--- src/rtl/bcd_pkg.sv ---
// Shared types and constants for the packed-BCD arithmetic blocks.
package bcd_pkg;

  localparam int BCD_W = 4;

  typedef logic [BCD_W-1:0] digit_t;

  localparam digit_t BCD_NINE = 4'h9;
  localparam digit_t BCD_BAD  = 4'hF;

  typedef enum logic [1:0] {
    IDLE = 2'd0,
    CALC = 2'd1,
    DONE = 2'd2
  } state_e;

endpackage

--- src/rtl/bcd_digit_mac.sv ---
// One BCD digit step: digit * mult + carry_in, split into a decimal digit and carry.
module bcd_digit_mac
  import bcd_pkg::*;
(
  input  logic [BCD_W-1:0] digit,
  input  logic [BCD_W-1:0] mult,
  input  logic [BCD_W-1:0] carry_in,
  output logic [BCD_W-1:0] digit_out,
  output logic [BCD_W-1:0] carry_out,
  output logic             bad
);

  // 8 bits hold the worst case even for non-BCD inputs (15*15+15 = 240).
  logic [7:0] p;

  assign p         = 8'(digit) * 8'(mult) + 8'(carry_in);
  assign digit_out = BCD_W'(p % 8'd10);
  assign carry_out = BCD_W'(p / 8'd10);
  assign bad       = (digit > BCD_NINE) || (mult > BCD_NINE);

endmodule

--- src/rtl/bcd_scale_serial.sv ---
// Digit-serial packed-BCD operand times a single BCD digit, one digit per clock,
// with valid/ready on both sides, overflow saturation/wrap and invalid-digit flagging.
module bcd_scale_serial
  import bcd_pkg::*;
#(
  parameter int DIGITS = 4,
  parameter bit SAT    = 1'b1
) (
  input  logic                  clk,
  input  logic                  rst_n,
  input  logic                  in_valid,
  output logic                  in_ready,
  input  logic [4*DIGITS-1:0]   in_bcd,
  input  logic [3:0]            in_mult,
  output logic                  out_valid,
  input  logic                  out_ready,
  output logic [4*DIGITS-1:0]   out_bcd,
  output logic                  out_ovf,
  output logic                  out_err
);

  localparam int W     = BCD_W * DIGITS;
  localparam int IDX_W = (DIGITS > 1) ? $clog2(DIGITS) : 1;

  state_e           state_q, state_d;
  logic [IDX_W-1:0] idx_q, idx_d;
  digit_t           carry_q, carry_d;
  digit_t           mult_q, mult_d;
  logic [W-1:0]     opnd_q, opnd_d;
  logic [W-1:0]     res_q, res_d;
  logic             err_q, err_d;
  logic             in_ready_q, in_ready_d;
  logic             out_valid_q, out_valid_d;
  logic [W-1:0]     out_bcd_q, out_bcd_d;
  logic             out_ovf_q, out_ovf_d;
  logic             out_err_q, out_err_d;

  digit_t mac_digit, mac_carry;
  logic   mac_bad;
  logic   accept_err;
  logic   final_ovf;

  // The operand shifts right each cycle, so the active digit is always at the bottom.
  bcd_digit_mac u_mac (
    .digit     (opnd_q[BCD_W-1:0]),
    .mult      (mult_q),
    .carry_in  (carry_q),
    .digit_out (mac_digit),
    .carry_out (mac_carry),
    .bad       (mac_bad)
  );

  always_comb begin
    accept_err = (in_mult > BCD_NINE);
    for (int i = 0; i < DIGITS; i++) begin
      if (in_bcd[i*BCD_W +: BCD_W] > BCD_NINE) accept_err = 1'b1;
    end
  end

  assign final_ovf = (carry_q != '0);

  // NOTE: every signal assigned here gets a default first, so no path leaves one
  // unassigned and no latch is inferred.
  always_comb begin
    state_d     = state_q;
    idx_d       = idx_q;
    carry_d     = carry_q;
    mult_d      = mult_q;
    opnd_d      = opnd_q;
    res_d       = res_q;
    err_d       = err_q;
    in_ready_d  = in_ready_q;
    out_valid_d = out_valid_q;
    out_bcd_d   = out_bcd_q;
    out_ovf_d   = out_ovf_q;
    out_err_d   = out_err_q;

    unique case (state_q)
      IDLE: begin
        if (in_valid && in_ready_q) begin
          opnd_d     = in_bcd;
          mult_d     = in_mult;
          idx_d      = '0;
          carry_d    = '0;
          res_d      = '0;
          err_d      = accept_err;
          in_ready_d = 1'b0;
          state_d    = CALC;
        end
      end

      CALC: begin
        opnd_d  = opnd_q >> BCD_W;
        res_d   = (res_q >> BCD_W) | (W'(mac_digit) << (W - BCD_W));
        carry_d = mac_carry;
        err_d   = err_q | mac_bad;
        if (idx_q == IDX_W'(DIGITS - 1)) begin
          state_d = DONE;
        end else begin
          idx_d = idx_q + 1'b1;
        end
      end

      DONE: begin
        // First DONE cycle loads the result; afterwards hold until handoff.
        if (!out_valid_q) begin
          out_valid_d = 1'b1;
          out_err_d   = err_q;
          out_ovf_d   = !err_q && final_ovf;
          if (err_q)                 out_bcd_d = {DIGITS{BCD_BAD}};
          else if (final_ovf && SAT) out_bcd_d = {DIGITS{BCD_NINE}};
          else                       out_bcd_d = res_q;
        end else if (out_ready) begin
          out_valid_d = 1'b0;
          in_ready_d  = 1'b1;
          state_d     = IDLE;
        end
      end

      default: state_d = IDLE;
    endcase
  end

  // NOTE: sequential state uses non-blocking assignments so every flop samples
  // the pre-edge values of the others.
  always_ff @(posedge clk or negedge rst_n) begin
    if (!rst_n) begin
      state_q     <= IDLE;
      idx_q       <= '0;
      carry_q     <= '0;
      mult_q      <= '0;
      opnd_q      <= '0;
      res_q       <= '0;
      err_q       <= 1'b0;
      in_ready_q  <= 1'b1;
      out_valid_q <= 1'b0;
      out_bcd_q   <= '0;
      out_ovf_q   <= 1'b0;
      out_err_q   <= 1'b0;
    end else begin
      state_q     <= state_d;
      idx_q       <= idx_d;
      carry_q     <= carry_d;
      mult_q      <= mult_d;
      opnd_q      <= opnd_d;
      res_q       <= res_d;
      err_q       <= err_d;
      in_ready_q  <= in_ready_d;
      out_valid_q <= out_valid_d;
      out_bcd_q   <= out_bcd_d;
      out_ovf_q   <= out_ovf_d;
      out_err_q   <= out_err_d;
    end
  end

  assign in_ready  = in_ready_q;
  assign out_valid = out_valid_q;
  assign out_bcd   = out_bcd_q;
  assign out_ovf   = out_ovf_q;
  assign out_err   = out_err_q;

endmodule

--- config.mk ---
export PLATFORM = sky130hd
export DESIGN_NAME = bcd_scale_serial
export DESIGN_NICKNAME = d
export VERILOG_FILES = /design/src/rtl/bcd_pkg.sv /design/src/rtl/bcd_digit_mac.sv /design/src/rtl/bcd_scale_serial.sv
export SDC_FILE = /design/constraint.sdc
export NUM_CORES = 1
export LEC_CHECK = 0
export ABC_AREA = 1
export BUFFER_PORTS_ARGS = -buffer_cell sky130_fd_sc_hd__buf_2
export CELL_PAD_IN_SITES_DETAIL_PLACEMENT = 1
export CELL_PAD_IN_SITES_GLOBAL_PLACEMENT = 1
export CORE_MARGIN = 2
export CORE_UTILIZATION = 47
export CTS_BUF_LIST = sky130_fd_sc_hd__clkbuf_16
export DETAILED_ROUTE_END_ITERATION = 6
export PLACE_DENSITY_LB_ADDON = 0.1
export SLEW_MARGIN = 40
export SYNTH_ARGS = -nofsm -noshare
export SYNTH_HDL_FRONTEND = slang
export SYNTH_SLANG_ARGS = --single-unit
--- constraint.sdc ---
create_clock -name clk -period 11.8 [get_ports clk]
set_input_delay 0.59 -clock clk [delete_from_list [all_inputs] [get_ports clk]]
set_output_delay 0.59 -clock clk [all_outputs]
set_load 0.05 [all_outputs]
Word level (Yosys, flattened, before mapping)
Index checks and enable logic that the tools add are counted.
{ "classes": {"n_addsub": 2, "eq_ne": 8, "muxes": 28, "reduce_logical": 14, "mul": 1, "div": 2, "n_lt_le_gt_ge": 7, "bitwise_logic": 3, "shifts": 0} }
{ "op_table": {"columns": ["op", "count"], "rows": [
  ["16-bit two-way mux", 4],
  ["16-bit case mux with 2 select lines", 2],
  ["4-bit > comparator, second input constant", 7],
  ["12-bit by 16-bit OR with 16-bit output", 1],
  ["2-bit two-way mux", 6],
  ["1-bit two-way mux", 10],
  ["2-bit != test, second input constant", 5],
  ["8-bit by 4-bit adder with 8-bit output", 1],
  ["8-bit by 4-bit divider with 8-bit output, second input constant", 1],
  ["8-bit by 4-bit remainder unit with 8-bit output, second input constant", 1],
  ["4-bit by 4-bit multiplier with 8-bit output", 1],
  ["4-bit case mux with 2 select lines", 1],
  ["4-bit AND reduction", 2],
  ["2-bit case mux with 3 select lines", 1],
  ["2-bit AND reduction", 3],
  ["2-bit == test, second input constant", 2],
  ["4-bit two-way mux", 1],
  ["1-bit case mux with 2 select lines", 2],
  ["2-bit case mux with 2 select lines", 1],
  ["2-bit nonzero test", 2],
  ["4-bit nonzero test", 1],
  ["3-bit AND reduction", 1],
  ["2-bit by 1-bit adder with 2-bit output, second input constant", 1],
  ["2-bit by 1-bit == test with 1-bit output, second input constant", 1],
  ["6 further kinds", 7]
]} }
{ "totals": {"latchBits": 0, "mem_count": 0, "reg_bits": 65, "mem_bits_ro": 0, "output_inout_bits": 20, "mem_bits_rw": 0} }

Depth between registers and ports, before layout
Gate-level depths: netlist of run 1.
{ "logic_depth": {"ltp_word": 7, "mapped_depth": 33, "depth_no_buf": 33} }

Cells and area by module
A second synthesis of run 1 with hierarchy kept.
{ "hier_totals": {"hier_cells": 492, "hier_area_um2": 4076.4} }
{ "by_module_without_submodules": {"columns": ["module", "n_inst", "area_each_um2", "cells_each"], "rows": [
  ["bcd_scale_serial", 1, 2909.0, 315],
  ["bcd_digit_mac", 1, 1167.4, 177]
]} }

Least setup slack after synthesis of run 1
Ideal clock, no wire load.
{ "synth_path": {"path_kind": "flip-flop to flip-flop", "start": "reg mult_q[1]", "end": "reg res_q[14]", "period_less_slack_ps": 4113, "stages_incl_launch_ff": 30, "path_buffers": 0, "setup_slack_ps": 7687, "arrival_time_ps": 3992, "cell_sequence": "dfrtp_1 > nand2_1 > inv_1 > fa_1 > fa_1 > fa_1 > ha_1 > nand2_1 > nand2_1 > nand2_1 > nand4_1 > nand2_2 > inv_2 > a21oi_2 > nand2_2 > nand2_2 > nand2_2 > nand2_2 > inv_2 > nand2_4 > nand3_2 > nand2_4 > nand2_1 > nand2_2 > nand2_2 > nand2_1 > and2_4 > nand2_2 > nand2_1 > o21ai_1"} }
{ "synth_via": {"elab_chain_len": 5} }
{ "synth_lines": {"columns": ["item", "line", "text"], "rows": [
  ["start: declaration", "bcd_scale_serial.sv:28", "digit_t mult_q, mult_d;"],
  ["start signal: assignment", "bcd_scale_serial.sv:144", "mult_q <= mult_d;"],
  ["4-bit by 4-bit multiplier with 8-bit output", "bcd_digit_mac.sv:16", "assign p = 8'(digit) * 8'(mult) + 8'(carry_in);"],
  ["8-bit by 4-bit adder with 8-bit output", "bcd_digit_mac.sv:16", null],
  ["8-bit by 4-bit remainder unit with 8-bit output", "bcd_digit_mac.sv:17", "assign digit_out = BCD_W'(p % 8'd10);"],
  ["12-bit by 16-bit OR with 16-bit output", "bcd_scale_serial.sv:94", "res_d = (res_q >> BCD_W) | (W'(mac_digit) << (W - BCD_W));"],
  ["16-bit case mux with 2 select lines", "bcd_scale_serial.sv:78", "unique case (state_q)"],
  ["end signal: assignment", "bcd_scale_serial.sv:146", "res_q <= res_d;"],
  ["end: declaration", "bcd_scale_serial.sv:30", "logic [W-1:0] res_q, res_d;"]
]} }
Every way passes these cells.
A chain may end at the register's enable or synchronous reset.

Worst setup path in the final report of run 1
Same ends and word-level chain as after synthesis.

==> out/results.tsv, run 1 <==
stage	metric	value	unit
cells_and_area	Nets	542	
synth	register bit total from synthesis	65	
synth	top cells by area, synth	dfrtp_1 43%, nand2_1 12%, inv_1 6.8%, ha_1 5.7%, o21ai_0 3.9%	
floorplanning	Die W	93.1	µm
drt	Post-Route WL	10.0	mm
sta	Max-slew headroom	51.2	%
synth	largest family of logic cells by synthesized area	simple AND/OR/NAND/NOR gates	
cells_and_area	storage element area	1630	µm²
floorplanning	cell row count	32	
critical_path	Setup CP Type	flip-flop to flip-flop	
cts	CTS Buffer Depth	2	
sta	RSZ-0062 raised after global routing	no	
critical_path	Crit. path cell count	27	
critical_path	WP buf/inv	3	
floorplanning	Core Footprint	7730	µm²
power_and_ir_drop	Comb power frac	2.1	%
power_and_ir_drop	sequential power share	43.7	%
sta	worst slew pin tran	0.730	ns
cts	postcts setup bufs	0	
critical_path	slowest CP cell	fa_1	
synth	Ys Warns	0	
drt	top layer in use	met4	
synth	count leader, synth	nand2_1	
global_route	initial antenna violation count	0	
cts	CTS Buf Count	9	
synth	commonest cells in the netlist	115 x nand2_1, 68 x inv_1, 64 x dfrtp_1, 29 x o21ai_0, 25 x nand3_1	
cells_and_area	n_diodes	0	
critical_path	delay-heaviest family, CP	adder cells	
synth	EDFF count, synth	0	
synth	Async SR Flop Fraction	100	%
synth	Main synth FF type	dfrtp_1	
floorplanning	initial core utilization	48.3	%
synth	Mapped Area	3730	µm²
placement	number of buffers added on ports	43	
min_path	hold crit path type	primary input to asynchronous set/reset pin	
synth	xor and xnor fraction of the mapped netlist area	0.436	%
cells_and_area	Area growth syn-to-layout	17.0	%
sta	Clock Skews	0.00633	ns
sta	Slew Limit Fails	0	
global_route	first-pass GRT wire length	17.1	mm
critical_path	Critical Path AT	4.83	ns
sta	final hold violations	0	
outcome	status	finished clean	
drt	met2 routed WL	5.28	mm
floorplanning	die area	8670	µm²
drt	First-pass DRT Iterations	4	
sta	FMAX	217	MHz
cts	worst-skew pair later-pin latency	0.34	ns
drt	met1 WL	4.26	mm
synth	sequential area share after synthesis	43.6	%
synth	Syn Inst Count	449	
critical_path	critical path's largest stage delay	0.55	ns
cts	count of cells resized by post-cts repair	0	
drt	post-route ant nets	0	
synth	Post-Syn Nets	497	
cells_and_area	multi-input logic area	1790	µm²
cts	CTS tree	yes	
floorplanning	IO Count	44	
power_and_ir_drop	Switch Pwr	0.117	mW
global_route	GRT overflow	0	
critical_path	worst r2r path cells	27	
synth	dominant cell type by area after synthesis	dfrtp_1	
floorplanning	Die Ht	93.1	µm
sta	part of the cycle the worst path needs	39.1	%
critical_path	reg-to-reg slack, setup	7.19	ns
drt	DR DRC count	0	
synth	Synth cell types	36	
drt	DR WL/cell	16.6	µm
synth	adder-cell share of the synthesized area	9.46	%
run	maxcap violations	0	
power_and_ir_drop	Switching Fraction	23.1	%
critical_path	Required @ worst endpoint	12.02	ns
placement	GP Congestion	0.821	
drt	vias per cell	5.41	
cts	CTS root buf	clkbuf_16	
global_route	GRT Resource Usage Total	25.4	%
global_route	vias in the first global route	3594	
drt	drt initial violations	66	
cts	CTS H-tree lvls	3	
global_route	largest net degree at the start of global routing	45	
sta	Final min period	4.61	ns
synth	post-synth top area share	42.9	%
cts	Worst-path clk slew	0.06	ns
drt	Vias	3250	
sta	setup_tns	0	ns
power_and_ir_drop	leak pwr	2.46	nW
power_and_ir_drop	Peak VDD IR	0.0000683	V
synth	Synth Area in Simple Gates	23.7	%
drt	WL met3	300	µm
placement	dpl hpwl	6.51	mm
critical_path	Crit. End Element	flip-flop	
synth	post-synthesis compound-gate area fraction	14.1	%
critical_path	Max FO, Critical Path	6	
power_and_ir_drop	clock network power share	54.2	%
cts	# clock sinks	65	
critical_path	CP startpoint kind	flip-flop	
synth	multiplexer share of the synthesized area	0	%
power_and_ir_drop	final total power	0.510	mW
cells_and_area	# fillers	945	
power_and_ir_drop	PwrDens	117	nW/µm²
synth	average size of a mapped cell	8.31	µm²
critical_path	Most common cell on crit path	nand2_2	
cells_and_area	share of cells above drive strength 1	21.0	%
cts	hold buffer count at cts	0	
sta	Setup-failing EPs final	0	
power_and_ir_drop	Int Power	0.392	mW
placed cells by master (no fill, tap or decap), types with 14 or more instances in the layout:
master and n:
inv_1 66, nor2_1 14, ha_1 17, nand2_1 115, buf_2 43, nand3_1 25, nand2_2 17, o21ai_0 29
dfrtp_1 64
path summary, 6_finish.rpt:
kind,from,to
worst max-delay path,mult_q[1],res_q[14]
worst min-delay path,rst_n,mult_q[0]
worst max register to register,mult_q[1],res_q[14]
worst min register to register,out_bcd[3],out_bcd[3]
max in group asynchronous,rst_n,opnd_q[5]
min in group clk,in_mult[0],mult_q[0]
per-layer routing:
layer,vias up,GRT usage [%]
met3,17,4.11
li1,1540,-
met2,57,47.1
met5,-,0
met4,0,8.09
met1,1636,29.8
registers in the layout, indices dropped and copies added (netlist names):
register / cells
opnd_q: 16
out_bcd: 16
res_q: 16
carry_q: 4
mult_q: 4
idx_q: 2
state_q: 2
err_q: 1
in_ready: 1
out_err: 1
out_ovf: 1
out_valid: 1
power by group through the flow:
stage	logic [mW]	clock network, mW	registers, mW
5_1_grt	0.0121	0.286	0.223
2_1_floorplan	0.00107	0	0.227
6_report	0.0106	0.276	0.223
4_1_cts	0.0109	0.279	0.223
3_3_place_gp	0.0107	0	0.227
3_5_place_dp	0.0108	0	0.227
cell type report:
cell class / count / area share [%]
clock buffers: 9 / 5.16
clock inverters: 7 / 1.83
inverters: 73 / 6.28
multi-input cells: 298 / 40.9
flip-flops and latches: 65 / 37.3
well taps: 102 / 2.92
repair buffers: 47 / 5.62
through the flow:
| stage | hold slack, ns | utilization (%) | cell area (µm²) | instances | worst slack [ns] |
|---|---|---|---|---|---|
| global placement | 0.466 | 52.5 | 4060 | 585 | 7.43 |
| CTS | 0.259 | 56.5 | 4370 | 601 | 7.18 |
| global route | 0.299 | 56.5 | 4370 | 601 | 6.80 |
| floorplan | 0.294 | - | 3730 | 449 | 7.69 |
| detailed placement | 0.474 | 52.5 | 4060 | 585 | 7.26 |
| finish | 0.246 | 56.5 | 4370 | 601 | 7.19 |
kinds of logic (layout without fill, tap and decap cells):
kind of cell               after synthesis  count (layout)
and+or+nand+nor                        192             192
buffers and inverters                   86             136
xor gates and xnor gates                 1               1
DFF                                     65              65
adders and majority gates               24              24
AOI/OAI and AO/OA                       81              81
Power figures use the tool's default switching activity.
==> inputs of run 2 (changes only) <==
Settings changed: ABC_AREA 1 to 0, CORE_UTILIZATION 47 to 45.
Clock period 11.8 ns to 4.4 ns, I/O delays scaled along.
==> out/results.tsv, run 2 <==
stage	metric	value	unit	change
global_route	vias in the first global route	3558		was 3594
sta	FMAX	235	MHz	was 217 MHz
cts	CTS Buf Count	9		unchanged
cells_and_area	Area growth syn-to-layout	24.1	%	was 17.0%
cells_and_area	commonest non-fill, non-tap cells in the layout	73 x nand2_1, 64 x dfrtp_1, 47 x o21ai_0		was 115 x nand2_1, 66 x inv_1, 64 x dfrtp_1
floorplanning	Die Ht	97.2	µm	was 93.1 µm
floorplanning	Die W	97.2	µm	was 93.1 µm
cts	worst-skew pair later-pin latency	0.33	ns	was 0.34 ns
power_and_ir_drop	final total power	4.06	mW	was 0.510 mW
drt	post-route ant nets	0		unchanged
synth	Post-Syn Nets	475		was 497
floorplanning	Core Footprint	8550	µm²	was 7730 µm²
cells_and_area	commonest non-fill, non-tap cell in the layout	nand2_1		unchanged
cts	Worst-path clk slew	0.05	ns	was 0.06 ns
synth	post-synth top area share	41.0	%	was 42.9%
drt	DR DRC count	0		unchanged
critical_path	Crit. End Element	flip-flop		unchanged
placement	number of buffers added on ports	43		unchanged
synth	count leader, synth	nand2_1		unchanged
sta	Final min period	4.26	ns	was 4.61 ns
outcome	failing checks	hold timing		
synth	register bit total from synthesis	65		unchanged
cts	hold buffer count at cts	0		unchanged
synth	Main synth FF type	dfrtp_1		unchanged
global_route	GRT overflow	0		unchanged
cells_and_area	post-route insts no fill	602		was 601
power_and_ir_drop	Peak VDD IR	0.000308	V	was 0.0000683 V
critical_path	Critical Path AT	4.46	ns	was 4.83 ns
cells_and_area	Nets	537		was 542
sta	Fin Hold WS	-0.0296	ns	was 0.246 ns
synth	Mapped Area	3910	µm²	was 3730 µm²
cts	CTS Buffer Depth	2		unchanged
critical_path	Max FO, Critical Path	6		unchanged
synth	Syn Inst Count	427		was 449
floorplanning	cell row count	34		was 32
synth	Async SR Flop Fraction	100	%	unchanged
sta	final hold violations	27		was 0
floorplanning	die area	9450	µm²	was 8670 µm²
synth	dominant cell type by area after synthesis	dfrtp_1		unchanged
drt	Post-Route WL	10.6	mm	was 10.0 mm
sta	RSZ-0062 raised after global routing	yes		was no
floorplanning	IO Count	44		unchanged
min_path	hold crit path type	primary input to asynchronous set/reset pin		unchanged
synth	sequential area share after synthesis	41.6	%	was 43.6%
synth	commonest cells in the netlist	73 x nand2_1, 64 x dfrtp_1, 48 x o21ai_0, 30 x a21oi_1, 24 x nor2_1		was 115 x nand2_1, 68 x inv_1, 64 x dfrtp_1, 29 x o21ai_0, 25 x nand3_1
critical_path	WP buf/inv	0		was 3
global_route	largest net degree at the start of global routing	66		was 45
sta	worst slew pin tran	0.699	ns	was 0.730 ns
drt	Vias	3457		was 3250
cts	CTS tree	yes		unchanged
critical_path	Required @ worst endpoint	4.61	ns	was 12.02 ns
drt	vias per cell	5.74		was 5.41
floorplanning	initial core utilization	45.7	%	was 48.3%
placement	placed insts	582		was 585
synth	top cells by area, synth	dfrtp_1 41%, nand2_1 7.0%, o21ai_0 6.1%, ha_1 5.4%, a21oi_1 3.8%		was dfrtp_1 43%, nand2_1 12%, inv_1 6.8%, ha_1 5.7%, o21ai_0 3.9%
placement	GP Congestion	0.862		was 0.821
sta	part of the cycle the worst path needs	96.7	%	was 39.1%
sta	Clock Skews	0.00938	ns	was 0.00633 ns
critical_path	critical path cell sequence	and2_4, fa_1, fa_1, fa_1, ha_4, a211oi_4, nor2_2, or4_4, o41ai_4, and4b_1, a22oi_2, o21ai_1		
sta	Slew Limit Fails	0		unchanged
power_and_ir_drop	PwrDens	838	nW/µm²	was 117 nW/µm²
cts	CTS H-tree lvls	3		unchanged
cells_and_area	n_diodes	0		unchanged
critical_path	critical path's largest stage delay	0.61	ns	was 0.55 ns
critical_path	Most common cell on crit path	fa_1		was nand2_2
outcome	status	finished with violations		was finished clean
critical_path	Setup CP Type	flip-flop to flip-flop		unchanged
synth	Synth cell types	61		was 36
cts	CTS root buf	clkbuf_16		unchanged
power_and_ir_drop	leak pwr	2.22	nW	was 2.46 nW
placement	dpl hpwl	7.32	mm	was 6.51 mm
global_route	initial antenna violation count	0		unchanged
cts	# clock sinks	65		unchanged
run	maxcap violations	0		unchanged
global_route	first-pass GRT wire length	17.8	mm	was 17.1 mm
synth	EDFF count, synth	0		unchanged
critical_path	slowest CP cell	or4_4		was fa_1
critical_path	delay-heaviest family, CP	adder cells		unchanged
drt	DR WL/cell	17.6	µm	was 16.6 µm
drt	drt initial violations	109		was 66
cells_and_area	share of cells above drive strength 1	24.9	%	was 21.0%
critical_path	CP startpoint kind	flip-flop		unchanged
global_route	GRT Resource Usage Total	23.2	%	was 25.4%
synth	average size of a mapped cell	9.15	µm²	was 8.31 µm²
sta	Setup-failing EPs final	0		unchanged
synth	Ys Warns	0		unchanged
sta	Max-slew headroom	53.2	%	was 51.2%
drt	First-pass DRT Iterations	4		unchanged
## run 2: repair_timing
action                     in CTS  in global routing
setup endpoints to repair       4                  6
gates cloned                    0                  0
gates resized for setup         2                 19
pin swaps                       1                 13
buffers inserted                1                  3
## run 2: worst register-to-register path, stage by stage, from the launching register on
cell	delay (ns)
dfrtp_1	0.39
and2_4	0.17
fa_1	0.54
fa_1	0.43
fa_1	0.53
ha_4	0.24
a211oi_4	0.36
nor2_2	0.09
or4_4	0.61
o41ai_4	0.24
and4b_1	0.26
a22oi_2	0.18
o21ai_1	0.09
## run 2: metal layers
metal  track usage, %  wire, µm  up-vias
li1                 -         -     1659
met1             31.7      4910     1732
met2             38.8      5300       58
met3             3.74       298        8
met4             5.85       103        0
met5                0         0        -
## run 2: path summary, 6_finish.rpt
check                      cells after the start          to  slack, ns        from
max                                           12   res_q[14]       0.14   mult_q[2]
min                                            2  carry_q[1]      -0.03       rst_n
max reg2reg                                   12   res_q[14]       0.14   mult_q[2]
min reg2reg                                    2   opnd_q[8]       0.49  opnd_q[12]
max in group asynchronous                      2    res_q[5]       4.00       rst_n
min in group clk                               3  opnd_q[12]       0.08  in_bcd[12]
## run 2: cells by family after synthesis
group | after synthesis | share of synthesized area [%]
buffers and inverters | 29 | 2.91
flip-flops | 65 | 41.6
adder cells (fa/ha/maj) | 24 | 9.03
multiplexers | 17 | 4.48
XOR/XNOR | 7 | 1.57
AND/OR/NAND/NOR | 156 | 18.9
AO/OA/AOI/OAI | 129 | 21.5
## run 2: power breakdown
part	leakage [nW]	internal (mW)	switching (mW)
Combinational	1.25	0.826	1.37
Clock	0.167	0.554	0.279
Sequential	0.804	0.848	0.188
## run 2: cell type report
class	count	area (µm²)
Clock buffer	9	225
Clock inverter	7	119
Fill cell	986	3700
Inverter	8	30.0
Multi-Input combinational cell	333	2270
Sequential cell	65	1630
Tap cell	108	135
Timing Repair Buffer	72	440
## run 2: through the flow
stage / setup TNS [ns] / util [%] / instance area (µm²) / setup WS (ns)
6_report: 0 / 56.7 / 4850 / 0.144
5_1_grt: -0.120 / 56.7 / 4850 / -0.0494
4_1_cts: 0 / 55.3 / 4730 / 0.0145
3_5_place_dp: -0.105 / 51.2 / 4370 / -0.0414
3_3_place_gp: -0.00532 / 51.1 / 4370 / -0.00532
2_1_floorplan: 0 / - / 3910 / 0.0928
==> inputs of run 3 (changes only) <==
Settings changed: PLACE_DENSITY set to 0.87, PLACE_DENSITY_LB_ADDON 0.1 to unset.
==> out/results.tsv, run 3 (same netlist as run 2, synthesis figures left out) <==
stage	metric	value	unit	change
outcome	failing checks	hold timing, setup timing		was hold timing
run	maxcap violations	0		unchanged
cts	CTS Buf Count	9		unchanged
cells_and_area	share of cells above drive strength 1	27.9	%	was 24.9%
drt	drt initial violations	210		was 109
sta	setup_tns	-0.00573	ns	was 0 ns
global_route	met1 usage	31.6	%	was 31.7%
critical_path	Critical Path AT	4.63	ns	was 4.46 ns
sta	Slew Limit Fails	0		unchanged
critical_path	Setup CP Type	flip-flop to flip-flop		unchanged
sta	Setup-failing EPs final	2		was 0
outcome	status	finished with violations		unchanged
cells_and_area	Area growth syn-to-layout	25.7	%	was 24.1%
cells_and_area	commonest non-fill, non-tap cells in the layout	73 x nand2_1, 64 x dfrtp_1, 45 x o21ai_0		was 73 x nand2_1, 64 x dfrtp_1, 47 x o21ai_0
global_route	first-pass GRT wire length	19.8	mm	was 17.8 mm
drt	Vias	3676		was 3457
sta	Clock Skews	0.00373	ns	was 0.00938 ns
sta	final hold violations	35		was 27
cells_and_area	Nets	542		was 537
floorplanning	Die Ht	97.2	µm	unchanged
critical_path	CP startpoint kind	flip-flop		unchanged
min_path	hold crit path type	primary input to asynchronous set/reset pin		unchanged
cells_and_area	commonest non-fill, non-tap cell in the layout	nand2_1		unchanged
sta	part of the cycle the worst path needs	100	%	was 96.7%
sta	Fin Hold WS	-0.0375	ns	was -0.0296 ns
placement	number of buffers added on ports	43		unchanged
power_and_ir_drop	Peak VDD IR	0.000324	V	was 0.000308 V
sta	RSZ-0062 raised after global routing	yes		unchanged
drt	Post-Route WL	12.5	mm	was 10.6 mm
sta	worst slew pin tran	0.622	ns	was 0.699 ns
floorplanning	IO Count	44		unchanged
cells_and_area	post-route cell area	4910	µm²	was 4850 µm²
floorplanning	die area	9450	µm²	unchanged
power_and_ir_drop	leak pwr	2.25	nW	was 2.22 nW
critical_path	Required @ worst endpoint	4.63	ns	was 4.61 ns
floorplanning	Die W	97.2	µm	unchanged
global_route	vias in the first global route	3851		was 3558
sta	setup slack after layout	-0.00482	ns	was 0.144 ns
placement	GP Congestion	0.865		was 0.862
placement	dpl hpwl	7.87	mm	was 7.32 mm
critical_path	Crit. End Element	flip-flop		unchanged
global_route	most used routing layer	met2		unchanged
global_route	GRT overflow	0		unchanged
cells_and_area	# fillers	977		was 986
cts	worst-skew pair later-pin latency	0.33	ns	about the same
floorplanning	initial core utilization	45.7	%	unchanged
cts	CTS H-tree lvls	3		unchanged
global_route	met2 global-route usage	48.1	%	was 38.8%
cells_and_area	final core occ	57.5	%	was 56.7%
cts	hold buffer count at cts	0		unchanged
cts	CTS tree	yes		unchanged
drt	vias per cell	6.06		was 5.74
drt	DR DRC count	0		unchanged
cts	CTS Buffer Depth	2		unchanged
drt	post-route ant nets	0		unchanged
global_route	initial antenna violation count	0		unchanged
floorplanning	cell row count	34		unchanged
floorplanning	Core Footprint	8550	µm²	unchanged
cells_and_area	n_diodes	0		unchanged
drt	DR WL/cell	20.5	µm	was 17.6 µm
power_and_ir_drop	PwrDens	869	nW/µm²	was 838 nW/µm²
cts	CTS root buf	clkbuf_16		unchanged
sta	FMAX	227	MHz	was 235 MHz
global_route	GRT Resource Usage Total	26.3	%	was 23.2%
cts	Worst-path clk slew	0.06	ns	was 0.05 ns
critical_path	Max FO, Critical Path	6		unchanged
placement	Post-DP Area	4380	µm²	was 4370 µm²
cts	# clock sinks	65		unchanged
global_route	met3 Track Usage GR	3.88	%	was 3.74%
drt	First-pass DRT Iterations	4		unchanged
placement	pre-CTS setup slack	-0.186	ns	was -0.0414 ns
sta	Final min period	4.40	ns	was 4.26 ns
sta	Max-slew headroom	58.5	%	was 53.2%
global_route	largest net degree at the start of global routing	66		unchanged
[run 3: changes by cell type in the layout (fill, tap and decap cells not counted), moves of 2 or more]
cell,change
or3_1,-2
or3_4,+2
nor3_2,-2
o21ai_0,-2
bufinv_16,-2
nor3_4,+2
buf_4,+4
nand3_1,-2
o21ai_1,+2
nand3_2,+2
clkinv_2,+3
[run 3: repair_timing]
item                       CTS  global route
setup endpoints to repair    4             4
resized for setup           12            25
buffers inserted             1             7
cloned                       0             0
pin swaps                    4            22
[run 3: area by class of cell]
class | instances | area (µm²) | share of cell area (%)
clock inverter | 7 | 70.1 | 1.43
inverter | 8 | 30.0 | 0.611
multi-input combinational | 333 | 2340 | 47.7
sequential | 65 | 1630 | 33.1
tap | 108 | 135 | 2.75
clock buffer | 9 | 225 | 4.58
timing repair buffer | 77 | 482 | 9.80
[run 3: per-stage QoR]
step	cells	hold slack, ns	total power, mW
detailed placement	583	0.423	3.15
floorplan	427	-0.0756	2.46
global placement	583	0.409	3.03
global route	607	0.0199	4.50
CTS	600	0.0834	4.04
finish	607	-0.0375	4.27
[run 3: per-layer routing]
| layer | vias up | routed length, µm |
|---|---|---|
| li1 | 1666 | - |
| met1 | 1883 | 4920 |
| met2 | 99 | 6740 |
| met3 | 28 | 512 |
| met4 | 0 | 283 |
| met5 | - | 0 |
[run 3: power breakdown]
part | switching, mW | internal [mW] | total, mW | leakage [nW]
clock network | 0.274 | 0.438 | 0.712 | 0.146
registers | 0.201 | 0.848 | 1.05 | 0.804
logic | 1.56 | 0.952 | 2.51 | 1.30
total | 2.03 | 2.24 | 4.27 | 2.25
[run 3: worst max-delay path, cell delays in order, from the launching register on]
cell and delay (ns):
dfrtp_1 0.38, and2_4 0.17, fa_1 0.54, fa_1 0.44, fa_1 0.58, ha_4 0.25, a211oi_4 0.27, buf_6 0.16
nor2_2 0.05, or4_4 0.60, o41ai_4 0.25, nand4b_1 0.28, a21oi_2 0.12, o31ai_2 0.21
[run 3: final timing paths]
kind | startpoint | depth (start not counted) | endpoint | slack, ns
setup / recovery | mult_q[3] | 13 | res_q[13] | -0.005
hold / removal | rst_n | 2 | state_q[0] | -0.04
setup reg to reg | mult_q[3] | 13 | res_q[13] | -0.005
hold reg to reg | opnd_q[14] | 2 | opnd_q[10] | 0.49
max in group asynchronous | rst_n | 2 | out_bcd[3] | 4.00
min in group clk | in_bcd[12] | 3 | opnd_q[12] | 0.08
